## src/rtl/e_multi_sched.sv

```systemverilog
// Batch dispatcher: snapshots hitting entries, grants them in index order over valid/ready.
// Optional E_MULTI_SCHED_REGION_CLR_EN clears the lane region bit at each batch capture.
module e_multi_sched #(
  parameter int N_ENTRIES = 8,
  parameter int RADIX_N   = 4
) (
  input  logic                         clk,
  input  logic                         arst,
  input  logic                         start_i,
  input  logic [N_ENTRIES-1:0]         vld_i,
  input  logic [N_ENTRIES*RADIX_N-1:0] sel_i,
  output logic                         busy_o,
  output logic                         gnt_vld_o,
  input  logic                         gnt_rdy_i,
  output logic [$clog2(N_ENTRIES)-1:0] gnt_idx_o,
  output logic [RADIX_N-1:0]           gnt_sel_o,
  output logic                         gnt_lane_o,
  output logic                         done_o,
  output logic                         region_o
);

  localparam int IDX_W = $clog2(N_ENTRIES);

  typedef enum logic [1:0] {
    IDLE,
    SCAN,
    DONE
  } state_t;

  state_t                       state_q, state_d;
  logic [N_ENTRIES-1:0]         pending_q;
  logic [N_ENTRIES*RADIX_N-1:0] sel_q;
  logic                         region_q;

  logic [N_ENTRIES-1:0] hit;
  logic [N_ENTRIES-1:0] pend_clr;
  logic [IDX_W-1:0]     low_idx;
  logic                 scan;
  logic                 capture;
  logic                 accept;

  always_comb begin
    hit = '0;
    for (int k = 0; k < N_ENTRIES; k++)
      hit[k] = vld_i[k] & (|sel_i[k*RADIX_N +: RADIX_N]);
  end

  // Descending scan so the lowest pending index wins.
  always_comb begin
    low_idx = '0;
    for (int k = N_ENTRIES - 1; k >= 0; k--)
      if (pending_q[k]) low_idx = IDX_W'(k);
  end

  always_comb begin
    pend_clr = pending_q;
    pend_clr[low_idx] = 1'b0;
  end

  assign scan    = (state_q == SCAN);
  assign capture = (state_q == IDLE) & start_i;
  assign accept  = scan & gnt_rdy_i;

  always_comb begin
    state_d = state_q;
    unique case (state_q)
      IDLE:    if (start_i) state_d = (|hit) ? SCAN : DONE;
      SCAN:    if (gnt_rdy_i && pend_clr == '0) state_d = DONE;
      DONE:    state_d = IDLE;
      default: state_d = IDLE;
    endcase
  end

  always_ff @(posedge clk or posedge arst) begin
    if (arst) state_q <= IDLE;
    else      state_q <= state_d;
  end

  always_ff @(posedge clk or posedge arst) begin
    if (arst) begin
      pending_q <= '0;
      sel_q     <= '0;
      region_q  <= 1'b0;
    end else if (capture) begin
      pending_q <= hit;
      sel_q     <= sel_i;
`ifdef E_MULTI_SCHED_REGION_CLR_EN
      region_q  <= 1'b0;
`endif
    end else if (accept) begin
      pending_q <= pend_clr;
      region_q  <= ~region_q;
    end
  end

  assign busy_o     = (state_q != IDLE);
  assign gnt_vld_o  = scan;
  assign gnt_idx_o  = scan ? low_idx : '0;
  assign gnt_sel_o  = scan ? sel_q[int'(low_idx)*RADIX_N +: RADIX_N] : '0;
  assign gnt_lane_o = scan & region_q;
  assign done_o     = (state_q == DONE);
  assign region_o   = region_q;

endmodule

```

## config.mk

```make
export PLATFORM = sky130hd
export DESIGN_NAME = e_multi_sched
export DESIGN_NICKNAME = d
export VERILOG_FILES = /design/src/rtl/e_multi_sched.sv
export SDC_FILE = /design/constraint.sdc
export NUM_CORES = 1
export LEC_CHECK = 0
export ABC_CLOCK_PERIOD_IN_PS = 3910
export CELL_PAD_IN_SITES_DETAIL_PLACEMENT = 0
export CELL_PAD_IN_SITES_GLOBAL_PLACEMENT = 1
export CORE_MARGIN = 1.5
export CORE_UTILIZATION = 25
export CTS_BUF_LIST = sky130_fd_sc_hd__clkbuf_16
export DETAILED_ROUTE_END_ITERATION = 8
export GPL_TIMING_DRIVEN = 1
export PLACE_DENSITY_LB_ADDON = 0.05
export SETUP_SLACK_MARGIN = 0.3
export SYNTH_ARGS = -nofsm -noshare
export SYNTH_HDL_FRONTEND = slang
export SYNTH_SLANG_ARGS = --single-unit
```

## constraint.sdc

```tcl
create_clock -name clk -period 3.91 [get_ports clk]
set_input_delay 0.782 -clock clk [delete_from_list [all_inputs] [get_ports clk]]
set_output_delay 0.782 -clock clk [all_outputs]
set_load 0.1 [all_outputs]
```

==> out/metrics.yaml, run 1 <==
status:
  outcome: "complete, no violations"
grt:
  grt-ovfl-total: 0
  met2_usage_pct: 24.24
  grt_use_met1_pct: 22.19
  grt_max_degree: 44
  grt_usage_pct: 15.75
  grt_pass1_vias: 2098
  grt_pass1_wl_um: 11680
  globalRouteMet3Util_pct: 3.006
  antenna_found_initial: 0
  busiest_layer: "met2"
run:
  maxCapViolations: 0
sta:
  relSlewSlack_pct: 35.78
  finalClockSkew_ps: 6.598
  worst_slew_pin_slew_ps: 960.3
  rsz0062_at_grt: "no"
  hold_viol: 0
  setup_viol: 0
  fin_crit_sh_pct: 83.69
  whs_ps: 469.4
  slew_violations: 0
  fmax_ghz: 0.3056
  finalWorstSetupSlack_ps: 637.8
  period_needed_ps: 3272
synth:
  syn_nets: 310
  synth.ff_latch_count: 43
  synth_cell_types: 41
  synth.avg_cell_area_um2: 8.453
  yosysSeqAreaShare_pct: 47.86
  synthesis.area_um2: 2248
  postSynth.asyncResetShare_pct: 100.0
  synth_edf_count: 0
  synth_cells: 266
  yosysWarnings: 0
  synthFlopType: "dfrtp_1"
worst_hold_path:
  min_path_type: "register to register"
  worstHoldPathCells: 2
cells_and_area:
  finalInstanceArea_um2: 3098
  n_antenna_cell: 0
  area_growth_pct: 37.79
  drive_gt1_share_pct: 9.375
  nets: 363
cts:
  cts_tree: "yes"
  cts.clk_slew.worst_paths_ps: 60
  cts.repair.resized: 0
  cts_hold_buf: 0
  htreeDepth: 2
  clkLatencyLatePin_ps: 290
  cts_buffer_depth: 2
  cts_setup_buffers: 0
  cts_buffers: 5
  cts.sink_count: 43
  cts_root_buffer: "clkbuf_16"
route:
  first_pass_iters: 4
  vias: 2101
  wl_per_cell_um: 16.96
  routed_wl_um: 7258
  detail-route-antenna-nets: 0
  viasPerCell: 4.909
  dr.first_iter.drc_count: 126
  drc: 0
placed_design:
  hpwl_um: 5599
  place_congestion: 0.8850
  placedInstanceArea_um2: 2909
  dp_slack_ps: 930.2
  io_buffers: 55
worst_setup_path:
  crit_slowest_cell: "and2_1"
  worstSetupEndpointType: "primary output"
  crit_path_max_fanout: 8
  arrival_ps: 2490
  crit_required_ps: 3130
  setup.worst_path.start_class: "register"
  crit_type: "register to primary output"
  cp_slowest_stage_delay_ps: 470
  crit_chain: "nor2b_1 > o21ai_1 > and2_1 > mux2i_1 > a211oi_2 > buf_4"
  reg2reg_depth: 5
floorplanning:
  start_util_pct: 25.78
  rows: 34
  die_w_um: 97.84
  die_h_um: 97.84
  dieArea_um2: 9572
  core_area_um2: 8721
  pin_count: 56
[state kept, by name, summed over array words and instances (netlist names)]
signal / cells
sel_q: 32
region_o: 1
state_q: 2
pending_q: 8
[routing by layer]
metal / vias to the layer above / routed length (um)
li1: 1036 / -
met1: 987 / 3370
met2: 70 / 3324
met3: 8 / 441
met4: 0 / 121
met5: - / 0
[through the flow]
stage | utilization (%) | cells | setup TNS [ps]
floorplan | - | 266 | -516.7
global placement | 33.36 | 420 | 0
detailed placement | 33.36 | 420 | 0
CTS | 35.52 | 428 | 0
global route | 35.52 | 428 | 0
finish | 35.52 | 428 | 0
[cell families (layout without fill, tap and decap cells)]
| logic type | Yosys count | after routing | synth area share (%) |
|---|---|---|---|
| compound gates | 68 | 68 | 21.65 |
| flops | 43 | 43 | 47.86 |
| fa+ha+maj | 1 | 1 | 0.4452 |
| xor+xnor | 1 | 1 | 0.3896 |
| mux | 3 | 3 | 1.336 |
| buf+inv | 24 | 78 | 4.786 |
| simple gates | 126 | 126 | 23.54 |
[cells in the final DEF (no fill, tap or decap), drive strengths merged, types with 2 or more instances in the layout]
cell type,n
a211oi,7
a221o,3
a31oi,3
nor3,2
nor2b,2
nand4,2
buf,14
mux2i,3
o41ai,8
inv,11
a21oi,5
a21boi,3
bufinv,2
and2,2
o22ai,9
nor2,11
and3,2
nand2,96
dfrtp,43
clkbuf,5
o221ai,2
o21ai,18
a311oi,2
clkdlybuf4s50,46
nand2b,4
o211ai,2
[critical path: cells and delay by family (launching register included)]
family / cells / cell delay, ps
AO/OA/AOI/OAI: 2 / 650
buffers and inverters: 1 / 320
flip-flops: 1 / 440
multiplexers: 1 / 150
AND/OR/NAND/NOR: 2 / 640
[area by class of cell]
type                       count  area [um^2]
fill                         922         5623
multi-input combinational    199         1095
sequential                    43         1076
timing repair buffer          60        565.5
tap                          108        135.1
clock buffer                   5        125.1
clock inverter                 3        63.81
inverter                      10        37.54
[Yosys cell counts, types with 2 or more instances]
cell type / number / area share [%]
o211ai_1: 2 / 0.67
o41ai_1: 8 / 3.1
a221o_1: 3 / 1.3
nand2b_1: 4 / 1.1
buf_1: 2 / 0.33
and2_1: 2 / 0.56
nand4_1: 2 / 0.56
clkbuf_1: 8 / 1.3
nand2_1: 96 / 16
a311oi_1: 2 / 0.78
dfrtp_1: 43 / 48
a21boi_0: 3 / 1.0
inv_1: 10 / 1.7
mux2i_1: 3 / 1.3
buf_6: 2 / 1.0
o21ai_0: 16 / 3.6
nor2b_1: 2 / 0.56
a211oi_1: 7 / 2.3
o221ai_1: 2 / 0.78
a31oi_1: 3 / 0.83
nor2_1: 10 / 1.7
and3_1: 2 / 0.56
nor3_1: 2 / 0.45
buf_2: 2 / 0.45
o22ai_1: 9 / 2.5
a21oi_1: 5 / 1.1
o21ai_1: 2 / 0.45
[path summary, 6_finish.rpt]
kind	start	to	slack [ps]
worst max-delay path	pending_q[7]$_DFFE_PP0P_	gnt_sel_o[3]	640
min in group asynchronous	arst	sel_q[22]$_DFFE_PP0P_	950
worst min register to register	sel_q[7]$_DFFE_PP0P_	sel_q[7]$_DFFE_PP0P_	470
worst max register to register	pending_q[5]$_DFFE_PP0P_	pending_q[6]$_DFFE_PP0P_	2020
worst min-delay path	sel_q[7]$_DFFE_PP0P_	sel_q[7]$_DFFE_PP0P_	470
max in group asynchronous	arst	sel_q[0]$_DFFE_PP0P_	2570
Power of run 1 is not shown: default switching activity piles up to over one toggle a cycle in this logic, so the estimate is an artifact.
==> inputs of run 2 (changes only) <==
--- a/config.mk
+++ b/config.mk
@@ -5,7 +5,7 @@
 export SDC_FILE = /design/constraint.sdc
 export NUM_CORES = 1
 export LEC_CHECK = 0
-export ABC_CLOCK_PERIOD_IN_PS = 3910
+export ABC_CLOCK_PERIOD_IN_PS = 3100
 export CELL_PAD_IN_SITES_DETAIL_PLACEMENT = 0
 export CELL_PAD_IN_SITES_GLOBAL_PLACEMENT = 1
 export CORE_MARGIN = 1.5
==> constraint.sdc (replaced) <==
create_clock -name clk -period 3.1 [get_ports clk]
set_input_delay 0.62 -clock clk [delete_from_list [all_inputs] [get_ports clk]]
set_output_delay 0.62 -clock clk [all_outputs]
set_load 0.1 [all_outputs]
==> run 2 against run 1 <==
Net effect:
- register-to-register slack lost 830 ps
- setup slack got worse by 270 ps
- clock skew shrank 2.9 ps
- hold slack better by 8.3 ps
- utilization increased by 1.9 points
- wire length grew 1.3%
- die area is the same
- final area up 5.3%
- via count is 1.4% higher
==> out/metrics.yaml, run 2 (synthesis gave the netlist of run 1 again) <==
floorplanning:
  rows: 34
  start_util_pct: 25.78
  die_h_um: 97.84
  pin_count: 56
  die_w_um: 97.84
  dieArea_um2: 9572
  core_area_um2: 8721
cells_and_area:
  largest_reg_flops: 32
  n_antenna_cell: 0
  layout_commonest_cell: "nand2_1"
  area_growth_pct: 45.08
  mostFrequentLayoutCells: "nand2_1, clkdlybuf4s50_1, dfrtp_1, buf_4, o21ai_0"
  top_register: "sel_q"
  nets: 371
  finalInstanceArea_um2: 3262
  reg.largest.list: "sel_q (32), pending_q (8), state_q (2)"
  drive_gt1_share_pct: 18.60
  fin_util_pct: 37.40
route:
  first_pass_iters: 4
  drc: 0
  viasPerCell: 4.888
  wl_per_cell_um: 16.86
  detail-route-antenna-nets: 0
  vias: 2131
  routed_wl_um: 7353
  dr.first_iter.drc_count: 58
grt:
  antenna_found_initial: 0
  grt-ovfl-total: 0
  grt_max_degree: 44
  grt_usage_pct: 16.11
  grt_pass1_vias: 2179
  grt_pass1_wl_um: 11870
cts:
  htreeDepth: 2
  cts.clk_slew.worst_paths_ps: 60
  cts_tree: "yes"
  cts_buffers: 5
  cts_root_buffer: "clkbuf_16"
  cts_buffer_depth: 2
  clkLatencyLatePin_ps: 280
  cts.sink_count: 43
  cts_hold_buf: 0
placed_design:
  io_buffers: 55
  place_congestion: 0.8219
  dp_slack_ps: 513.1
  hpwl_um: 5566
  placedInstanceArea_um2: 3028
sta:
  fin_crit_sh_pct: 87.98
  setup_viol: 0
  hold_viol: 0
  rsz0062_at_grt: "no"
  worst_slew_pin_slew_ps: 862.8
  relSlewSlack_pct: 41.72
  finalClockSkew_ps: 3.668
  period_needed_ps: 2727
  fmax_ghz: 0.3667
  slew_violations: 0
  finalWorstSetupSlack_ps: 372.6
status:
  outcome: "complete, no violations"
worst_setup_path:
  worstSetupEndpointType: "primary output"
  crit_path_max_fanout: 6
  arrival_ps: 2110
  crit_required_ps: 2480
  setup.worst_path.start_class: "register"
  crit_type: "register to primary output"
worst_hold_path:
  min_path_type: "register to register"
run:
  maxCapViolations: 0
run 2: cell types whose count changed in the layout (fill, tap and decap cells not counted), moves of 2 or more:
cell | before | now
a211oi_1 | 4 | 1
a211oi_4 | 0 | 3
buf_12 | 0 | 4
buf_4 | 14 | 20
clkdlybuf4s50_1 | 46 | 43
dfrtp_1 | 43 | 36
dfrtp_2 | 0 | 7
inv_1 | 11 | 9
nor2_1 | 10 | 8
nor2_2 | 1 | 3
o21ai_2 | 0 | 2
run 2: final timing paths:
kind	from	end	slack, ps	cells after the start
min reg2reg	sel_q[31]$_DFFE_PP0P_	sel_q[31]$_DFFE_PP0P_	480	2
max in group asynchronous	arst	pending_q[2]$_DFFE_PP0P_	1900	3
max reg2reg	pending_q[3]$_DFFE_PP0P_	pending_q[6]$_DFFE_PP0P_	1190	4
min	sel_q[31]$_DFFE_PP0P_	sel_q[31]$_DFFE_PP0P_	480	2
max	pending_q[4]$_DFFE_PP0P_	gnt_sel_o[0]	370	6
min in group asynchronous	arst	sel_q[17]$_DFFE_PP0P_	780	3
run 2: per-stage QoR:
step	setup TNS (ps)	cells	hold slack, ps
floorplan	-8.398	266	439.2
global placement	0	425	462.0
detailed placement	0	425	468.4
CTS	0	433	483.5
global route	0	436	493.3
finish	0	436	477.8
run 2: critical path: stages (launching register included):
cell      delay, ps
dfrtp_2         460
nor3_2          200
o21ai_2         120
and3_1          200
a221o_1         350
a211oi_4        280
buf_12          210
run 2: timing repair:
item                       in CTS  in global routing
gates resized for setup        11                 10
buffers inserted                0                  3
gates cloned                    0                  0
setup endpoints to repair       4                  4
run 2: final cells by class:
cell class	count	area (um^2)
fill	899	5459
multi-input combinational	199	1175
sequential	43	1085
timing repair buffer	68	665.6
tap	108	135.1
clock buffer	5	125.1
clock inverter	3	38.79
inverter	10	37.54
run 2: routing by layer:
metal  wire length (um)  GRT usage, %
met3                264         3.293
met5                  0             0
met2               3393         25.20
met4                165         5.824
met1               3529         22.04
Power of run 2 is left out for the same reason.
==> inputs of run 3 (changes only) <==
--- a/config.mk
+++ b/config.mk
@@ -5,7 +5,7 @@
 export SDC_FILE = /design/constraint.sdc
 export NUM_CORES = 1
 export LEC_CHECK = 0
-export ABC_CLOCK_PERIOD_IN_PS = 3100
+export ABC_CLOCK_PERIOD_IN_PS = 3500
 export CELL_PAD_IN_SITES_DETAIL_PLACEMENT = 0
 export CELL_PAD_IN_SITES_GLOBAL_PLACEMENT = 1
 export CORE_MARGIN = 1.5
==> constraint.sdc (replaced) <==
create_clock -name clk -period 3.5 [get_ports clk]
set_input_delay 0.7 -clock clk [delete_from_list [all_inputs] [get_ports clk]]
set_output_delay 0.7 -clock clk [all_outputs]
set_load 0.1 [all_outputs]
==> run 3 against run 2 <==
Net effect:
- count of clock-buffer cells in the layout did not move
- register-to-register slack improved by 260 ps
- first-iteration DRC count is 84% higher
- largest cell class unchanged
- setup slack improved by 70 ps
==> out/metrics.yaml, run 3 (synthesis gave the netlist of run 1 again) <==
status:
  outcome: "complete, no violations"
floorplanning:
  die_w_um: 97.84
  dieArea_um2: 9572
  rows: 34
  die_h_um: 97.84
  core_area_um2: 8721
  pin_count: 56
  start_util_pct: 25.78
route:
  detail-route-antenna-nets: 0
  viasPerCell: 4.867
  vias: 2088
  first_pass_iters: 4
  drc: 0
  routed_wl_um: 7442
  wl_per_cell_um: 17.35
  dr.first_iter.drc_count: 107
sta:
  relSlewSlack_pct: 36.10
  period_needed_ps: 3057
  hold_viol: 0
  finalWorstSetupSlack_ps: 442.6
  rsz0062_at_grt: "no"
  finalClockSkew_ps: 4.175
  fin_crit_sh_pct: 87.36
  worst_slew_pin_slew_ps: 946.1
  slew_violations: 0
  fmax_ghz: 0.3271
  setup-tns-final_ps: 0
  setup_viol: 0
worst_setup_path:
  crit_type: "register to primary output"
  arrival_ps: 2360
  regToRegStartpoint: "pending_q[5]$_DFFE_PP0P_"
  crit_required_ps: 2800
  cp-endpoint: "gnt_sel_o[3]"
  cp-startpoint: "pending_q[7]$_DFFE_PP0P_"
  worstSetupEndpointType: "primary output"
  setup.worst_path.start_class: "register"
  reg2reg_depth: 5
  r2r_setup_slack_ps: 1450
  crit_path_max_fanout: 8
  r2r-end: "pending_q[6]$_DFFE_PP0P_"
cells_and_area:
  nets: 364
  fin_util_pct: 36.38
  mostFrequentLayoutCells: "nand2_1, clkdlybuf4s50_1, dfrtp_1, o21ai_0, buf_4"
  finalInstanceArea_um2: 3173
  top_register: "sel_q"
  reg.largest.list: "sel_q (32), pending_q (8), state_q (2)"
  largest_reg_flops: 32
  area_growth_pct: 41.12
  drive_gt1_share_pct: 11.21
  n_antenna_cell: 0
  layout_commonest_cell: "nand2_1"
  nFillCells: 912
placed_design:
  hpwl_um: 5619
  placedInstanceArea_um2: 3005
  io_buffers: 55
  dp_slack_ps: 638.8
  place_congestion: 0.8839
run:
  maxCapViolations: 0
cts:
  cts_buffers: 5
  htreeDepth: 2
  cts_setup_buffers: 0
  cts_root_buffer: "clkbuf_16"
  cts.sink_count: 43
  cts.repair.resized: 0
  clkLatencyLatePin_ps: 280
  cts_tree: "yes"
  cts_hold_buf: 0
  cts_buffer_depth: 2
  cts.clk_slew.worst_paths_ps: 70
grt:
  antenna_found_initial: 0
  grt_max_degree: 44
  grt_usage_pct: 16.14
  grt_pass1_vias: 2083
  grt_pass1_wl_um: 11960
  grt-ovfl-total: 0
worst_hold_path:
  min_path_type: "register to register"
[run 3: worst max-delay path: stages (launching register included)]
cell	delay (ps)
dfrtp_1	460
nor2b_1	180
o21ai_1	310
and2_1	420
mux2i_1	180
a211oi_4	310
buf_12	210
[run 3: area by class of cell]
cell class	count	area, um^2	area share, %
tap	108	135.1	4.259
sequential	43	1076	33.91
timing repair buffer	61	615.6	19.40
inverter	10	37.54	1.183
multi-input combinational	199	1145	36.08
clock inverter	3	38.79	1.222
clock buffer	5	125.1	3.943
[run 3: worst min path at each step]
stage | start | to | slack [ps] | cells past startpoint
final | sel_q[25]$_DFFE_PP0P_ | sel_q[25]$_DFFE_PP0P_ | 470 | 2
after global routing | sel_q[12]$_DFFE_PP0P_ | sel_q[12]$_DFFE_PP0P_ | 490 | 2
after CTS | sel_q[24]$_DFFE_PP0P_ | sel_q[24]$_DFFE_PP0P_ | 480 | 2
after detailed placement | sel_q[5]$_DFFE_PP0P_ | sel_q[5]$_DFFE_PP0P_ | 460 | 2
after global placement | sel_q[31]$_DFFE_PP0P_ | sel_q[31]$_DFFE_PP0P_ | 470 | 2
after floorplan | sel_q[4]$_DFFE_PP0P_ | sel_q[4]$_DFFE_PP0P_ | 440 | 2
[run 3: per-layer routing]
layer	share of wire [%]	vias up	global-route usage [%]
met5	0	-	0
met4	0.58	0	3.626
met3	3.7	2	2.434
met2	48	61	25.78
met1	48	988	23.05
li1	-	1037	-
[run 3: metrics by stage]
stage,hold WS (ps),cells
floorplan,439.2,266
global placement,465.2,421
detailed placement,462.2,421
CTS,483.8,429
global route,495.0,429
finish,474.2,429
Power of run 3 is left out for the same reason.
